$ cat src/rtl/rng_arbiter_if.sv
// rng_arbiter_if: request/grant, reseed and LFSR signals of the random-value arbiter.
interface rng_arbiter_if;
    logic [3:0]  req;
    logic [3:0]  gnt;
    logic [9:0]  rand_out;
    logic        rand_valid;
    logic        reseed_req;
    logic [9:0]  reseed_seed;
    logic        reseed_ack;
    logic [9:0]  lfsr_seed;
    logic        lfsr_reseed_en;
    logic [9:0]  lfsr_val;
    logic        busy;
    logic [15:0] served_cnt;
    modport master (
        output req, reseed_req, reseed_seed, lfsr_val,
        input  gnt, rand_out, rand_valid, reseed_ack, lfsr_seed, lfsr_reseed_en, busy, served_cnt
    );
    modport slave (
        input  req, reseed_req, reseed_seed, lfsr_val,
        output gnt, rand_out, rand_valid, reseed_ack, lfsr_seed, lfsr_reseed_en, busy, served_cnt
    );
endinterface

$ cat src/rtl/rng_arbiter.sv
// rng_arbiter: round-robin hands out values of a shared LFSR to 4 requesters,
// with a warmup discard period after reset and after every reseed.
module rng_arbiter #(
    parameter int NREQ   = 4,
    parameter int WARMUP = 4
) (
    input logic         clk,
    input logic         reset,
    rng_arbiter_if.slave bus
);
    localparam logic [1:0] S_WARMUP = 2'd0;
    localparam logic [1:0] S_SERVE  = 2'd1;
    localparam logic [1:0] S_RESEED = 2'd2;

    logic [1:0] state, state_nx;
    logic [7:0] cnt;
    logic [1:0] last_grant, pick, idx;
    logic       found, grant_now, accept;

    // Walk downward so the requester nearest last_grant+1 is the final (winning) assignment.
    always_comb begin
        pick  = last_grant;
        found = 1'b0;
        idx   = last_grant;
        for (int i = NREQ; i >= 1; i--) begin
            idx = last_grant + 2'(i);
            if (bus.req[idx]) begin
                pick  = idx;
                found = 1'b1;
            end
        end
    end

    assign accept    = (state == S_SERVE) && bus.reseed_req;
    assign grant_now = (state == S_SERVE) && !bus.reseed_req && found;
    assign state_nx  = (state == S_WARMUP) ? ((cnt == 8'd0) ? S_SERVE : S_WARMUP) :
                       (state == S_RESEED) ? S_WARMUP :
                       accept ? S_RESEED : S_SERVE;

    always_ff @(posedge clk) begin
        if (reset) begin
            state              <= S_WARMUP;
            cnt                <= 8'(WARMUP - 1);
            last_grant         <= 2'd3;
            bus.gnt            <= 4'd0;
            bus.rand_valid     <= 1'b0;
            bus.rand_out       <= 10'd0;
            bus.reseed_ack     <= 1'b0;
            bus.lfsr_reseed_en <= 1'b0;
            bus.lfsr_seed      <= 10'd0;
            bus.busy           <= 1'b1;
            bus.served_cnt     <= 16'd0;
        end else begin
            state              <= state_nx;
            cnt                <= (state == S_WARMUP) ? cnt - 8'd1 : 8'(WARMUP - 1);
            bus.gnt            <= grant_now ? (4'b0001 << pick) : 4'd0;
            bus.rand_valid     <= grant_now;
            bus.reseed_ack     <= accept;
            bus.lfsr_reseed_en <= accept;
            bus.busy           <= state_nx != S_SERVE;
            if (grant_now) begin
                bus.rand_out   <= bus.lfsr_val;
                last_grant     <= pick;
                bus.served_cnt <= bus.served_cnt + 16'd1;
            end
            // An all-zero seed would lock the LFSR up.
            if (accept)
                bus.lfsr_seed <= (bus.reseed_seed == 10'd0) ? 10'd1 : bus.reseed_seed;
        end
    end
endmodule

$ cat src/flat_wrapper.sv
// flat-port wrapper written by rule: the top's interface ports become plain ports
module rng_arbiter_flat 
#(
    parameter int NREQ   = 4,
    parameter int WARMUP = 4
)
  (clk, reset, bus_req, bus_reseed_req, bus_reseed_seed, bus_lfsr_val, bus_gnt, bus_rand_out, bus_rand_valid, bus_reseed_ack, bus_lfsr_seed, bus_lfsr_reseed_en, bus_busy, bus_served_cnt);
  rng_arbiter_if bus_i ();
  input logic clk;
  input logic reset;
  input wire logic [$bits(bus_i.req)-1:0] bus_req;
  input wire logic [$bits(bus_i.reseed_req)-1:0] bus_reseed_req;
  input wire logic [$bits(bus_i.reseed_seed)-1:0] bus_reseed_seed;
  input wire logic [$bits(bus_i.lfsr_val)-1:0] bus_lfsr_val;
  output wire logic [$bits(bus_i.gnt)-1:0] bus_gnt;
  output wire logic [$bits(bus_i.rand_out)-1:0] bus_rand_out;
  output wire logic [$bits(bus_i.rand_valid)-1:0] bus_rand_valid;
  output wire logic [$bits(bus_i.reseed_ack)-1:0] bus_reseed_ack;
  output wire logic [$bits(bus_i.lfsr_seed)-1:0] bus_lfsr_seed;
  output wire logic [$bits(bus_i.lfsr_reseed_en)-1:0] bus_lfsr_reseed_en;
  output wire logic [$bits(bus_i.busy)-1:0] bus_busy;
  output wire logic [$bits(bus_i.served_cnt)-1:0] bus_served_cnt;
  assign bus_i.req = bus_req;
  assign bus_i.reseed_req = bus_reseed_req;
  assign bus_i.reseed_seed = bus_reseed_seed;
  assign bus_i.lfsr_val = bus_lfsr_val;
  assign bus_gnt = bus_i.gnt;
  assign bus_rand_out = bus_i.rand_out;
  assign bus_rand_valid = bus_i.rand_valid;
  assign bus_reseed_ack = bus_i.reseed_ack;
  assign bus_lfsr_seed = bus_i.lfsr_seed;
  assign bus_lfsr_reseed_en = bus_i.lfsr_reseed_en;
  assign bus_busy = bus_i.busy;
  assign bus_served_cnt = bus_i.served_cnt;
  rng_arbiter #(.NREQ(NREQ), .WARMUP(WARMUP)) u_core (.clk(clk), .reset(reset), .bus(bus_i));
endmodule
$ cat config.mk
export PLATFORM = sky130hd
export DESIGN_NAME = rng_arbiter_flat
export DESIGN_NICKNAME = d
export VERILOG_FILES = /design/src/rtl/rng_arbiter_if.sv /design/src/rtl/rng_arbiter.sv /design/src/flat_wrapper.sv
export SDC_FILE = /design/constraint.sdc
export NUM_CORES = 1
export LEC_CHECK = 0
export CAP_MARGIN = 15
export CORE_ASPECT_RATIO = 0.7
export CORE_MARGIN = 2
export CORE_UTILIZATION = 49
export CTS_CLUSTER_DIAMETER = 60
export DETAILED_ROUTE_END_ITERATION = 10
export MAX_ROUTING_LAYER = met4
export PLACE_DENSITY = 0.88
export SYNTH_ARGS = -nofsm -noshare
export SYNTH_HDL_FRONTEND = slang
export SYNTH_SLANG_ARGS = --single-unit
export TNS_END_PERCENT = 100
$ cat constraint.sdc
create_clock -name clk -period 2.86 [get_ports clk]
set_input_delay 0.429 -clock clk [delete_from_list [all_inputs] [get_ports clk]]
set_output_delay 0.429 -clock clk [all_outputs]
set_load 0.02 [all_outputs]
==> flow_metrics.py <==
metrics = {
    "finish": {
        "syn_to_final_growth_pct": 39.1,
        "diodes": 0,
        "final_area_um2": 3090,
        "drive_above_1_share_pct": 3.99,
        "post-route-util_pct": 71.0,
        "fin_nets": 355,
        "num-fill-cells": 359,
    },
    "yosys": {
        "synth-async-reset-ratio_pct": 0,
        "synth_common_cells": "dfxtp_1, nand2_1, a21oi_1, nor2_1, or3_1",
        "ys.flop_type": "dfxtp_1",
        "yosys_warnings": 0,
        "synth_most_common_cell": "dfxtp_1",
        "ys_types": 37,
        "synthTopCellsByArea": "dfxtp_1, nand2_1, a21oi_1",
        "synth_edf_count": 0,
        "ys_seq_area_share_pct": 49.5,
        "yosys.area.top_type": "dfxtp_1",
        "netlist_instances": 258,
        "syn_nets": 288,
        "yosysTopAreaCellShare_pct": 49.5,
        "yosys_register_bits": 55,
        "syn_avg_cell_area_um2": 8.62,
        "syn_area_um2": 2220,
    },
    "power": {
        "power_leakage_nw": 1.08,
        "p_total_mw": 1.60,
        "powerDensity_nw_per_um2": 517,
        "ir_drop_mv": 0.382,
    },
    "timing": {
        "fmax_mhz": 495,
        "min_period_ps": 2020,
        "hold_viol_final": 0,
        "drv_slew": 0,
        "rsz0062_at_grt": "false",
        "tightest_slew_ps": 666,
        "setup_ws_ps": 840,
        "fin_crit_sh_pct": 70.6,
        "fin_setup_tns_ps": 0,
        "setup_viol_count_final": 0,
        "clock_skew_ps": 11.4,
        "slew_headroom_pct": 55.6,
    },
    "worst_hold_path": {
        "hp-class": "flop to flop",
    },
    "detailed_routing": {
        "drt_iter0_markers": 69,
        "wirelength_mm": 5.01,
        "wl_met1_mm": 2.37,
        "routed-wl-met3_um": 310,
        "vias": 2057,
        "first_pass_iters": 4,
        "drtAntennaViolNets": 0,
        "remaining_drc_errors": 0,
        "wl_met2_mm": 2.28,
        "wire_per_inst_um": 13.2,
        "top_layer": "met4",
        "vias_per_cell": 5.40,
    },
    "global_routing": {
        "grt_pass1_wl_mm": 8.34,
        "grt_max_degree": 23,
        "antenna_found_initial": 0,
        "grt_pass1_vias": 1812,
        "grt_use_total_pct": 21.2,
        "overflow": 0,
    },
    "worst_setup_path": {
        "cp-start-kind": "input port",
        "crit_path_max_fanout": 8,
        "cp.arrival_ps": 2230,
        "crit_type": "input port to flop",
        "cp.required_ps": 3070,
        "endpoint_kind": "flop",
    },
    "placed_design": {
        "dp_hpwl_mm": 3.78,
        "finalWeightedCongestion": 0.850,
        "dpl_worst_slack_ps": 528,
        "dpl_cell_area_um2": 2960,
        "portBuffers": 70,
    },
    "clock_network": {
        "clkTransAtPathRegs_ps": 90,
        "post_cts_resized": 0,
        "cts_buffers": 5,
        "post_cts_buffers": 0,
        "tritoncts": "yes",
        "holdBufCountCts": 0,
        "cts.sinks": 55,
        "root_buffer": "clkbuf_8",
        "clk_latency_ps": 310,
        "cts_buffer_depth": 2,
        "cts_max_level": 2,
    },
    "die": {
        "core_um2": 4350,
        "start_util_pct": 51.1,
        "dieArea_um2": 5100,
        "row_count": 20,
        "fp.dieW_um": 84.5,
        "die_height_um": 60.4,
        "io_pins": 71,
    },
    "job": {
        "max-cap-violations": 0,
    },
    "status": {
        "status": "complete, no violations",
    },
}
## through the flow
stage	hold slack, ps	std cells
floorplan	395	258
global placement	417	373
detailed placement	420	373
CTS	438	381
global route	466	381
finish	439	381
## path summary, 6_finish.rpt
check / slack (ps) / end / startpoint / cells after the start
worst max-delay path: 840 / u_core.bus.gnt[2]$_SDFF_PP0_ / bus_req[3] / 6
worst min-delay path: 440 / u_core.cnt[0]$_SDFF_PP1_ / u_core.cnt[0]$_SDFF_PP1_ / 1
worst max register to register: 1010 / u_core.bus.served_cnt[8]$_SDFFE_PP0P_ / u_core.state[0]$_SDFF_PP0_ / 4
worst min register to register: 440 / u_core.cnt[0]$_SDFF_PP1_ / u_core.cnt[0]$_SDFF_PP1_ / 1
## cell type report
cell class | instances | area (µm²) | share of cell area (%)
flip-flops and latches | 55 | 1100 | 35.6
well taps | 55 | 68.8 | 2.23
inverters | 6 | 22.5 | 0.728
clock buffers | 6 | 72.6 | 2.35
clock inverters | 2 | 60.1 | 1.94
multi-input cells | 184 | 1040 | 33.8
repair buffers | 73 | 723 | 23.4
## sequential cells by signal, indices dropped and copies added (netlist names)
name,flops
u_core.bus.served_cnt,16
u_core.bus.lfsr_seed,10
u_core.bus.rand_out,10
u_core.cnt,8
u_core.bus.gnt,4
u_core.last_grant,2
u_core.state,2
u_core.bus.busy,1
u_core.bus.rand_valid,1
u_core.bus.reseed_ack,1
## placed cells by master, fill, tap and decap left out, types with 3 or more instances in the layout
cell type	synthesis	final
and3b_1	3	3
o21ai_0	8	8
clkbuf_8	0	5
nor2_1	23	23
or3_1	9	9
xor2_1	6	6
and4_1	4	4
nand2_1	46	46
clkdlybuf4s50_1	0	70
nand4_1	6	6
nor4_1	4	4
or4_1	3	3
and2_1	3	3
nor3_1	6	6
dfxtp_1	55	55
a21oi_1	31	31
xnor2_1	7	7
buf_4	1	3
nand3_1	4	4
ha_1	3	3
inv_1	6	6
## worst max-delay path, cell delays in order
cell and delay (ps):
clkdlybuf4s50_1 490, or4_1 590, buf_4 200, and3b_1 170, nor4b_2 170, and2_1 170
## cell families after synthesis
group           count (synthesis)  share of synthesized area [%]
buf+inv                        19                           3.55
flops                          55                           49.5
fa+ha+maj                       3                           1.69
xor+xnor                       13                           5.12
compound gates                 46                           11.1
mux                             1                          0.450
simple gates                  121                           28.5
## power by group
group          total (mW)  switching [mW]  internal (mW)
clock               0.589           0.239          0.350
combinational       0.192          0.0965         0.0955
sequential          0.818          0.0243          0.794
## layer usage
layer / vias to the layer above / global-route usage (%)
met3: 9 / 5.99
li1: 1029 / -
met4: 0 / 6.12
met2: 55 / 34.3
met5: - / -
met1: 964 / 26.4
Power figures use the tool's default switching activity.
